[src/rtl/gate_tb_pkg.sv]
// Shared definitions for the gate-stage stimulus generator: FSM states, default
// LFSR polynomial/seeds and width-generic (up to 64 bit) LFSR helper functions.
package gate_tb_pkg;

    typedef enum logic [1:0] {
        IDLE = 2'd0,
        WALK = 2'd1,
        RUN  = 2'd2,
        DONE = 2'd3
    } state_t;

    localparam int unsigned MAX_WIDTH     = 64;
    localparam logic [63:0] DEFAULT_POLY  = 64'hD800_0000_0000_0000;
    localparam logic [63:0] DEFAULT_SEED1 = 64'h1;
    localparam logic [63:0] DEFAULT_SEED2 = 64'h2;
    localparam logic [63:0] DEFAULT_SEED3 = 64'h3;

    // Mask of the low w bits; w >= 64 yields all ones.
    function automatic logic [63:0] width_mask(input int unsigned w);
        if (w >= MAX_WIDTH) begin
            return '1;
        end
        return (64'h1 << w) - 64'h1;
    endfunction

    // An all-zero seed would lock the LFSR, so it is replaced by all ones.
    function automatic logic [63:0] seed_fix(input logic [63:0] seed, input int unsigned w);
        logic [63:0] masked;
        masked = seed & width_mask(w);
        return (masked == 64'h0) ? width_mask(w) : masked;
    endfunction

    // Right-shift Galois step; callers zero-extend narrower states and mask poly.
    function automatic logic [63:0] lfsr_step(input logic [63:0] s, input logic [63:0] poly);
        return (s >> 1) ^ (s[0] ? poly : 64'h0);
    endfunction

endpackage

[src/rtl/gate_vec_gen_if.sv]
// Operand/handshake bundle between the stimulus generator (master) and the
// gate stage / checker (slave).
interface gate_vec_gen_if #(
    parameter int unsigned WIDTH = 64
);
    logic             start;
    logic             out_ready;
    logic             out_valid;
    logic [WIDTH-1:0] in1;
    logic [WIDTH-1:0] in2;
    logic [WIDTH-1:0] in3;
    logic [31:0]      vec_idx;
    logic             busy;
    logic             done;

    modport master (
        input  start,
        input  out_ready,
        output out_valid,
        output in1,
        output in2,
        output in3,
        output vec_idx,
        output busy,
        output done
    );

    modport slave (
        output start,
        output out_ready,
        input  out_valid,
        input  in1,
        input  in2,
        input  in3,
        input  vec_idx,
        input  busy,
        input  done
    );
endinterface

[src/rtl/gate_vec_gen_lfsr_galois.sv]
// Galois LFSR with seed load and step enable; an all-zero seed is replaced by
// all ones so the register can never lock up.
module lfsr_galois
    import gate_tb_pkg::*;
#(
    parameter int unsigned WIDTH = 64,
    parameter logic [63:0] POLY  = DEFAULT_POLY,
    parameter logic [63:0] SEED  = DEFAULT_SEED1
) (
    input  logic             clk,
    input  logic             rst,
    input  logic             load,
    input  logic             step,
    output logic [WIDTH-1:0] state
);

    localparam logic [WIDTH-1:0] SEED_W = WIDTH'(seed_fix(SEED, WIDTH));
    localparam logic [63:0]      POLY_M = POLY & width_mask(WIDTH);

    logic [WIDTH-1:0] state_reg;

    always_ff @(posedge clk or posedge rst) begin
        if (rst) begin
            state_reg <= SEED_W;
        end else if (load) begin
            state_reg <= SEED_W;
        end else if (step) begin
            state_reg <= WIDTH'(lfsr_step(64'(state_reg), POLY_M));
        end
    end

    assign state = state_reg;

endmodule

[src/rtl/gate_vec_gen.sv]
// Reproducible pseudo-random operand generator for the gate stage: a start pulse
// emits NUM_VEC vectors over valid/ready. Define GATE_VEC_GEN_WALK_EN to prepend
// a WIDTH-vector walking-one phase. Supports WIDTH in 2..64.
module gate_vec_gen
    import gate_tb_pkg::*;
#(
    parameter int unsigned WIDTH   = 64,
    parameter int unsigned NUM_VEC = 256,
    parameter logic [63:0] POLY    = DEFAULT_POLY,
    parameter logic [63:0] SEED1   = DEFAULT_SEED1,
    parameter logic [63:0] SEED2   = DEFAULT_SEED2,
    parameter logic [63:0] SEED3   = DEFAULT_SEED3
) (
    input  logic           clk,
    input  logic           rst,
    gate_vec_gen_if.master bus
);

    localparam logic [63:0] POLY_M     = POLY & width_mask(WIDTH);
    localparam logic [63:0] SEEDS [3]  = '{SEED1, SEED2, SEED3};
    localparam logic [31:0] RUN_LAST   = 32'(NUM_VEC - 1);

    state_t           state_reg;
    state_t           state_next;

    logic             out_valid_reg;
    logic             out_valid_next;
    logic             busy_reg;
    logic             busy_next;
    logic             done_reg;
    logic             done_next;
    logic [31:0]      vec_idx_reg;
    logic [31:0]      vec_idx_next;
    logic [WIDTH-1:0] in_reg  [3];
    logic [WIDTH-1:0] in_next [3];

    logic [WIDTH-1:0] lfsr_state [3];
    logic [WIDTH-1:0] lfsr_next  [3];
    logic [WIDTH-1:0] seed_w     [3];
    logic             lfsr_load;
    logic             lfsr_adv;

    logic             xfer;
    logic             run_last;

    assign xfer     = out_valid_reg & bus.out_ready;
    assign run_last = (vec_idx_reg == RUN_LAST);

    generate
        for (genvar gi = 0; gi < 3; gi++) begin : g_lfsr
            lfsr_galois #(
                .WIDTH (WIDTH),
                .POLY  (POLY),
                .SEED  (SEEDS[gi])
            ) u_lfsr (
                .clk   (clk),
                .rst   (rst),
                .load  (lfsr_load),
                .step  (lfsr_adv),
                .state (lfsr_state[gi])
            );

            // Output registers track the LFSR, so they need its successor value.
            assign lfsr_next[gi] = WIDTH'(lfsr_step(64'(lfsr_state[gi]), POLY_M));
            assign seed_w[gi]    = WIDTH'(seed_fix(SEEDS[gi], WIDTH));
        end
    endgenerate

`ifdef GATE_VEC_GEN_WALK_EN
    localparam state_t      FIRST_PHASE = WALK;
    localparam logic [31:0] WALK_LAST   = 32'(WIDTH - 1);

    logic walk_last;
    assign walk_last = (vec_idx_reg == WALK_LAST);

    function automatic logic [WIDTH-1:0] walk_one(input logic [31:0] k);
        return WIDTH'(1) << k;
    endfunction
`else
    localparam state_t FIRST_PHASE = RUN;
`endif

    always_ff @(posedge clk or posedge rst) begin
        if (rst) begin
            state_reg <= IDLE;
        end else begin
            state_reg <= state_next;
        end
    end

    always_comb begin
        state_next = state_reg;
        unique case (state_reg)
            IDLE: begin
                if (bus.start) begin
                    state_next = FIRST_PHASE;
                end
            end
`ifdef GATE_VEC_GEN_WALK_EN
            WALK: begin
                if (xfer && walk_last) begin
                    state_next = RUN;
                end
            end
`endif
            RUN: begin
                if (xfer && run_last) begin
                    state_next = DONE;
                end
            end
            DONE:    state_next = IDLE;
            default: state_next = IDLE;
        endcase
    end

    always_comb begin
        vec_idx_next = vec_idx_reg;
        for (int i = 0; i < 3; i++) begin
            in_next[i] = in_reg[i];
        end
        lfsr_load = 1'b0;
        lfsr_adv  = 1'b0;

        unique case (state_reg)
            IDLE: begin
                if (bus.start) begin
                    lfsr_load    = 1'b1;
                    vec_idx_next = '0;
`ifdef GATE_VEC_GEN_WALK_EN
                    in_next[0] = walk_one(32'd0);
                    in_next[1] = ~walk_one(32'd0);
                    in_next[2] = '0;
`else
                    for (int i = 0; i < 3; i++) begin
                        in_next[i] = seed_w[i];
                    end
`endif
                end
            end
`ifdef GATE_VEC_GEN_WALK_EN
            WALK: begin
                if (xfer) begin
                    if (walk_last) begin
                        // LFSRs were loaded at start and left untouched: they still hold the seeds.
                        vec_idx_next = '0;
                        for (int i = 0; i < 3; i++) begin
                            in_next[i] = lfsr_state[i];
                        end
                    end else begin
                        vec_idx_next = vec_idx_reg + 32'd1;
                        in_next[0]   = walk_one(vec_idx_next);
                        in_next[1]   = ~walk_one(vec_idx_next);
                        in_next[2]   = {WIDTH{vec_idx_next[0]}};
                    end
                end
            end
`endif
            RUN: begin
                if (xfer) begin
                    lfsr_adv     = 1'b1;
                    vec_idx_next = vec_idx_reg + 32'd1;
                    for (int i = 0; i < 3; i++) begin
                        in_next[i] = lfsr_next[i];
                    end
                end
            end
            default: begin
            end
        endcase

`ifdef GATE_VEC_GEN_WALK_EN
        out_valid_next = (state_next == RUN) || (state_next == WALK);
`else
        out_valid_next = (state_next == RUN);
`endif
        busy_next = (state_next != IDLE);
        done_next = (state_next == DONE);
    end

    // Status flags are registered from the next state so all outputs come from flops.
    always_ff @(posedge clk or posedge rst) begin
        if (rst) begin
            out_valid_reg <= 1'b0;
            busy_reg      <= 1'b0;
            done_reg      <= 1'b0;
            vec_idx_reg   <= '0;
            for (int i = 0; i < 3; i++) begin
                in_reg[i] <= '0;
            end
        end else begin
            out_valid_reg <= out_valid_next;
            busy_reg      <= busy_next;
            done_reg      <= done_next;
            vec_idx_reg   <= vec_idx_next;
            for (int i = 0; i < 3; i++) begin
                in_reg[i] <= in_next[i];
            end
        end
    end

    assign bus.out_valid = out_valid_reg;
    assign bus.busy      = busy_reg;
    assign bus.done      = done_reg;
    assign bus.vec_idx   = vec_idx_reg;
    assign bus.in1       = in_reg[0];
    assign bus.in2       = in_reg[1];
    assign bus.in3       = in_reg[2];

endmodule

[src/flat_wrapper.sv]
// flat-port wrapper written by rule: the top's interface ports become plain ports
module gate_vec_gen_flat import gate_tb_pkg::*;
#(
    parameter int unsigned WIDTH   = 64,
    parameter int unsigned NUM_VEC = 256,
    parameter logic [63:0] POLY    = DEFAULT_POLY,
    parameter logic [63:0] SEED1   = DEFAULT_SEED1,
    parameter logic [63:0] SEED2   = DEFAULT_SEED2,
    parameter logic [63:0] SEED3   = DEFAULT_SEED3
)
  (clk, rst, bus_start, bus_out_ready, bus_out_valid, bus_in1, bus_in2, bus_in3, bus_vec_idx, bus_busy, bus_done);
  gate_vec_gen_if #(.WIDTH(WIDTH)) bus_i ();
  input  logic clk;
  input  logic rst;
  input wire logic [$bits(bus_i.start)-1:0] bus_start;
  input wire logic [$bits(bus_i.out_ready)-1:0] bus_out_ready;
  output wire logic [$bits(bus_i.out_valid)-1:0] bus_out_valid;
  output wire logic [$bits(bus_i.in1)-1:0] bus_in1;
  output wire logic [$bits(bus_i.in2)-1:0] bus_in2;
  output wire logic [$bits(bus_i.in3)-1:0] bus_in3;
  output wire logic [$bits(bus_i.vec_idx)-1:0] bus_vec_idx;
  output wire logic [$bits(bus_i.busy)-1:0] bus_busy;
  output wire logic [$bits(bus_i.done)-1:0] bus_done;
  assign bus_i.start = bus_start;
  assign bus_i.out_ready = bus_out_ready;
  assign bus_out_valid = bus_i.out_valid;
  assign bus_in1 = bus_i.in1;
  assign bus_in2 = bus_i.in2;
  assign bus_in3 = bus_i.in3;
  assign bus_vec_idx = bus_i.vec_idx;
  assign bus_busy = bus_i.busy;
  assign bus_done = bus_i.done;
  gate_vec_gen #(.WIDTH(WIDTH), .NUM_VEC(NUM_VEC), .POLY(POLY), .SEED1(SEED1), .SEED2(SEED2), .SEED3(SEED3)) u_core (.clk(clk), .rst(rst), .bus(bus_i));
endmodule
[config.mk]
export PLATFORM = sky130hd
export DESIGN_NAME = gate_vec_gen_flat
export DESIGN_NICKNAME = d
export VERILOG_FILES = /design/src/rtl/gate_tb_pkg.sv /design/src/rtl/gate_vec_gen_if.sv /design/src/rtl/gate_vec_gen_lfsr_galois.sv /design/src/rtl/gate_vec_gen.sv /design/src/flat_wrapper.sv
export SDC_FILE = /design/constraint.sdc
export NUM_CORES = 1
export LEC_CHECK = 0
export CORE_ASPECT_RATIO = 1.4
export CORE_MARGIN = 1
export CORE_UTILIZATION = 40
export DETAILED_ROUTE_END_ITERATION = 10
export PLACE_DENSITY = 0.75
export SETUP_SLACK_MARGIN = 0.5
export SYNTH_ARGS = -nofsm -noshare
export SYNTH_HDL_FRONTEND = slang
export SYNTH_SLANG_ARGS = --single-unit
[constraint.sdc]
create_clock -name clk -period 14.1 [get_ports clk]
set_clock_uncertainty 0.05 [all_clocks]
set_input_delay 2.115 -clock clk [delete_from_list [all_inputs] [get_ports clk]]
set_output_delay 2.115 -clock clk [all_outputs]
set_load 0.005 [all_outputs]
==> flow_summary.json <==
{
  "status": "completed",
  "synth_top_area_share_pct": 67.97,
  "tightest_slew_ps": 1301,
  "drtIter0Drc": 829,
  "multi_input_area_um2": 4403,
  "grt_remaining_overflow": 0,
  "via_count": 9903,
  "vias_per_cell": 5.617,
  "n_antenna_cell": 0,
  "core_area_um2": 37730,
  "cp-start-kind": "input port",
  "worstHoldStart": "u_core.bus.in1[62]",
  "finalPower_w": 0.002827,
  "synthCells": 1070,
  "peakVddDrop_mv": 0.09335,
  "setup_viol": 0,
  "largest_reg_flops": 192,
  "clk_latency_ps": 530,
  "grt_pass1_wl_um": 53270,
  "ant_nets": 0,
  "synth-seq-area-share_pct": 68.66,
  "fin_crit_ps": 5150,
  "reg2reg_to": "u_core.g_lfsr[1].u_lfsr.state[37]",
  "synth_enable_flop_cells": 0,
  "critPathRequiredTime_ps": 14510,
  "yosysMostFrequentCell": "dfrtp_1",
  "syn_area_um2": 15350,
  "power_leakage_nw": 8.941,
  "htreeDepth": 2,
  "start_util_pct": 40.69,
  "filler_cell_count": 3044,
  "reg2reg_depth": 5,
  "grt_max_degree": 253,
  "num-nets-final": 1266,
  "die-area_um2": 39180,
  "grt_pass1_vias": 9640,
  "slew_violations": 0,
  "hold_end": "u_core.bus.in1[62]",
  "layout.cells.non_filler": 1763,
  "min_path_cells": 1,
  "synth_largest_area_cell": "dfrtp_1",
  "whs_ps": 424.5,
  "tns_ps": 0,
  "dp.cells": 1691,
  "die_h_um": 233.8,
  "hold_path.class": "flop to flop",
  "swShare_pct": 24.17,
  "async_flop_share_pct": 100.0,
  "final-seq-area_um2": 10540,
  "finalWirelength_um": 32980,
  "worst-setup-path-type": "input port to flop",
  "antenna_found_initial": 0,
  "ys_warn_count": 0,
  "p_int_w": 0.002144,
  "clkTransAtPathRegs_ps": 60,
  "cts_hold_buf": 0,
  "synthTopCellsByArea": "dfrtp_1 68%, a22o_1 20%, buf_2 1.3%",
  "arrival_ps": 5560,
  "maxCapViolations": 0,
  "r2r_setup_slack_ps": 10470,
  "dp.final_hpwl_um": 19730,
  "num_io_pins": 231,
  "drc": 0,
  "finalCritPeriodShare_pct": 36.53,
  "r2r_start": "u_core.state_reg[0]",
  "relSlewSlack_pct": 13.30,
  "gp_congestion": 0.8074,
  "cts_resized": 0,
  "postCtsSetupBuffers": 0,
  "p_sw_w": 0.0006832,
  "power.density_nw_per_um2": 146.5,
  "rsz0062_at_grt": "no",
  "sequentialPowerShare_pct": 50.4,
  "wire_per_inst_um": 18.71,
  "end_kind": "flop",
  "clock.fmax_ghz": 0.1942,
  "share_comb_of_total_power_pct": 11.8,
  "drive_above_1_share_pct": 6.667,
  "cts_made_buffers": 41,
  "cts_tree": "yes",
  "synthTopCellsByCount": "417 x dfrtp_1, 358 x a22o_1, 48 x clkbuf_1, 39 x buf_2, 38 x nor2_1",
  "yosysUniqueCellTypes": 36,
  "cts_max_path_buffers": 3,
  "io_buffers": 230,
  "cts_root_buffer": "clkbuf_16",
  "power_frac_clock_pct": 37.8,
  "area_growth_pct": 25.68,
  "ys_ff_latch": 421,
  "synthFlopType": "dfrtp_1",
  "track_usage_pct": 16.80,
  "syn_area_per_cell_um2": 14.35,
  "first_pass_iters": 4,
  "cts_sinks": 421,
  "syn_nets": 1075,
  "die_x_um": 167.6,
  "crit_path_max_fanout": 252,
  "rows": 84,
  "hold_viol_final": 0
}
==> per-layer routing <==
layer  track usage (%)  vias up  share of wire, %
li1                  -     4465                 -
met1             23.12     5118                44
met2             26.28      260                48
met3             3.443       60               4.8
met4             6.508        0               3.0
met5                 0        -                 0
==> layout by cell type (no fill, tap or decap), drive strengths merged, types with 4 or more instances in the layout <==
| cell | synthesis | final |
|---|---|---|
| clkdlybuf4s50 | 0 | 230 |
| a22o | 358 | 358 |
| nand4 | 12 | 12 |
| inv | 6 | 8 |
| o22a | 8 | 8 |
| nor2 | 39 | 39 |
| a21o | 18 | 18 |
| buf | 44 | 10 |
| or3 | 4 | 4 |
| nor4 | 13 | 13 |
| xor2 | 12 | 12 |
| a21oi | 6 | 6 |
| xnor2 | 21 | 21 |
| nand3 | 15 | 15 |
| nor3 | 5 | 5 |
| dfstp | 4 | 4 |
| o21ai | 5 | 5 |
| nand2 | 11 | 11 |
| dfrtp | 417 | 417 |
| clkbuf | 48 | 57 |
| clkinv | 0 | 9 |
| and3 | 5 | 5 |
| and4 | 6 | 6 |
==> power by group through the flow <==
stage	combinational, W	clock [W]	sequential [W]
detailed placement	0.000339	0	0.00144
global route	0.000367	0.00115	0.00144
global placement	0.000332	0	0.00144
CTS	0.000340	0.00110	0.00142
finish	0.000334	0.00107	0.00142
floorplan	0.000169	0	0.00142
==> critical path, cell delays in order <==
cell and delay, ps:
clkdlybuf4s50_1 430, and4b_4 420, nor2_4 210, buf_12 540, buf_4 1070, a22o_1 270
==> cell type report <==
type | instances | area share (%)
multi-input combinational | 551 | 22.82
inverter | 6 | 0.1362
clock inverter | 15 | 0.7782
clock buffer | 57 | 6.057
sequential | 421 | 54.63
tap | 473 | 3.067
timing repair buffer | 240 | 12.52
==> worst max path at each step <==
| stage | start | end | slack [ps] | depth (start not counted) |
|---|---|---|---|---|
| 2_1_floorplan | rst | u_core.bus.busy | 6260 | 1 |
| 3_3_place_gp | bus_out_ready | u_core.bus.in2[44] | 8610 | 6 |
| 3_5_place_dp | bus_out_ready | u_core.bus.in2[34] | 8580 | 6 |
| 4_1_cts | bus_out_ready | u_core.g_lfsr[1].u_lfsr.state[37] | 9130 | 6 |
| 5_1_grt | bus_out_ready | u_core.g_lfsr[1].u_lfsr.state[37] | 8780 | 6 |
| 6_report | bus_out_ready | u_core.g_lfsr[1].u_lfsr.state[37] | 8950 | 6 |
==> cells by family after synthesis <==
| group | after synthesis | share of synthesized area (%) |
|---|---|---|
| flip-flops | 421 | 68.66 |
| AND/OR/NAND/NOR | 118 | 4.165 |
| XOR/XNOR | 33 | 1.883 |
| adder cells (fa/ha/maj) | 1 | 0.08149 |
| buffers and inverters | 98 | 2.714 |
| AO/OA/AOI/OAI | 399 | 22.50 |
==> metrics by stage <==
stage / setup WS [ps] / instance area (µm²) / util (%)
2_1_floorplan: 6259 / 15360 / -
3_5_place_dp: 8581 / 17980 / 47.64
5_1_grt: 8782 / 19290 / 51.14
3_3_place_gp: 8608 / 17980 / 47.64
6_report: 8950 / 19290 / 51.14
4_1_cts: 9133 / 19290 / 51.14
No activity file was read; power rests on OpenSTA's default activity.
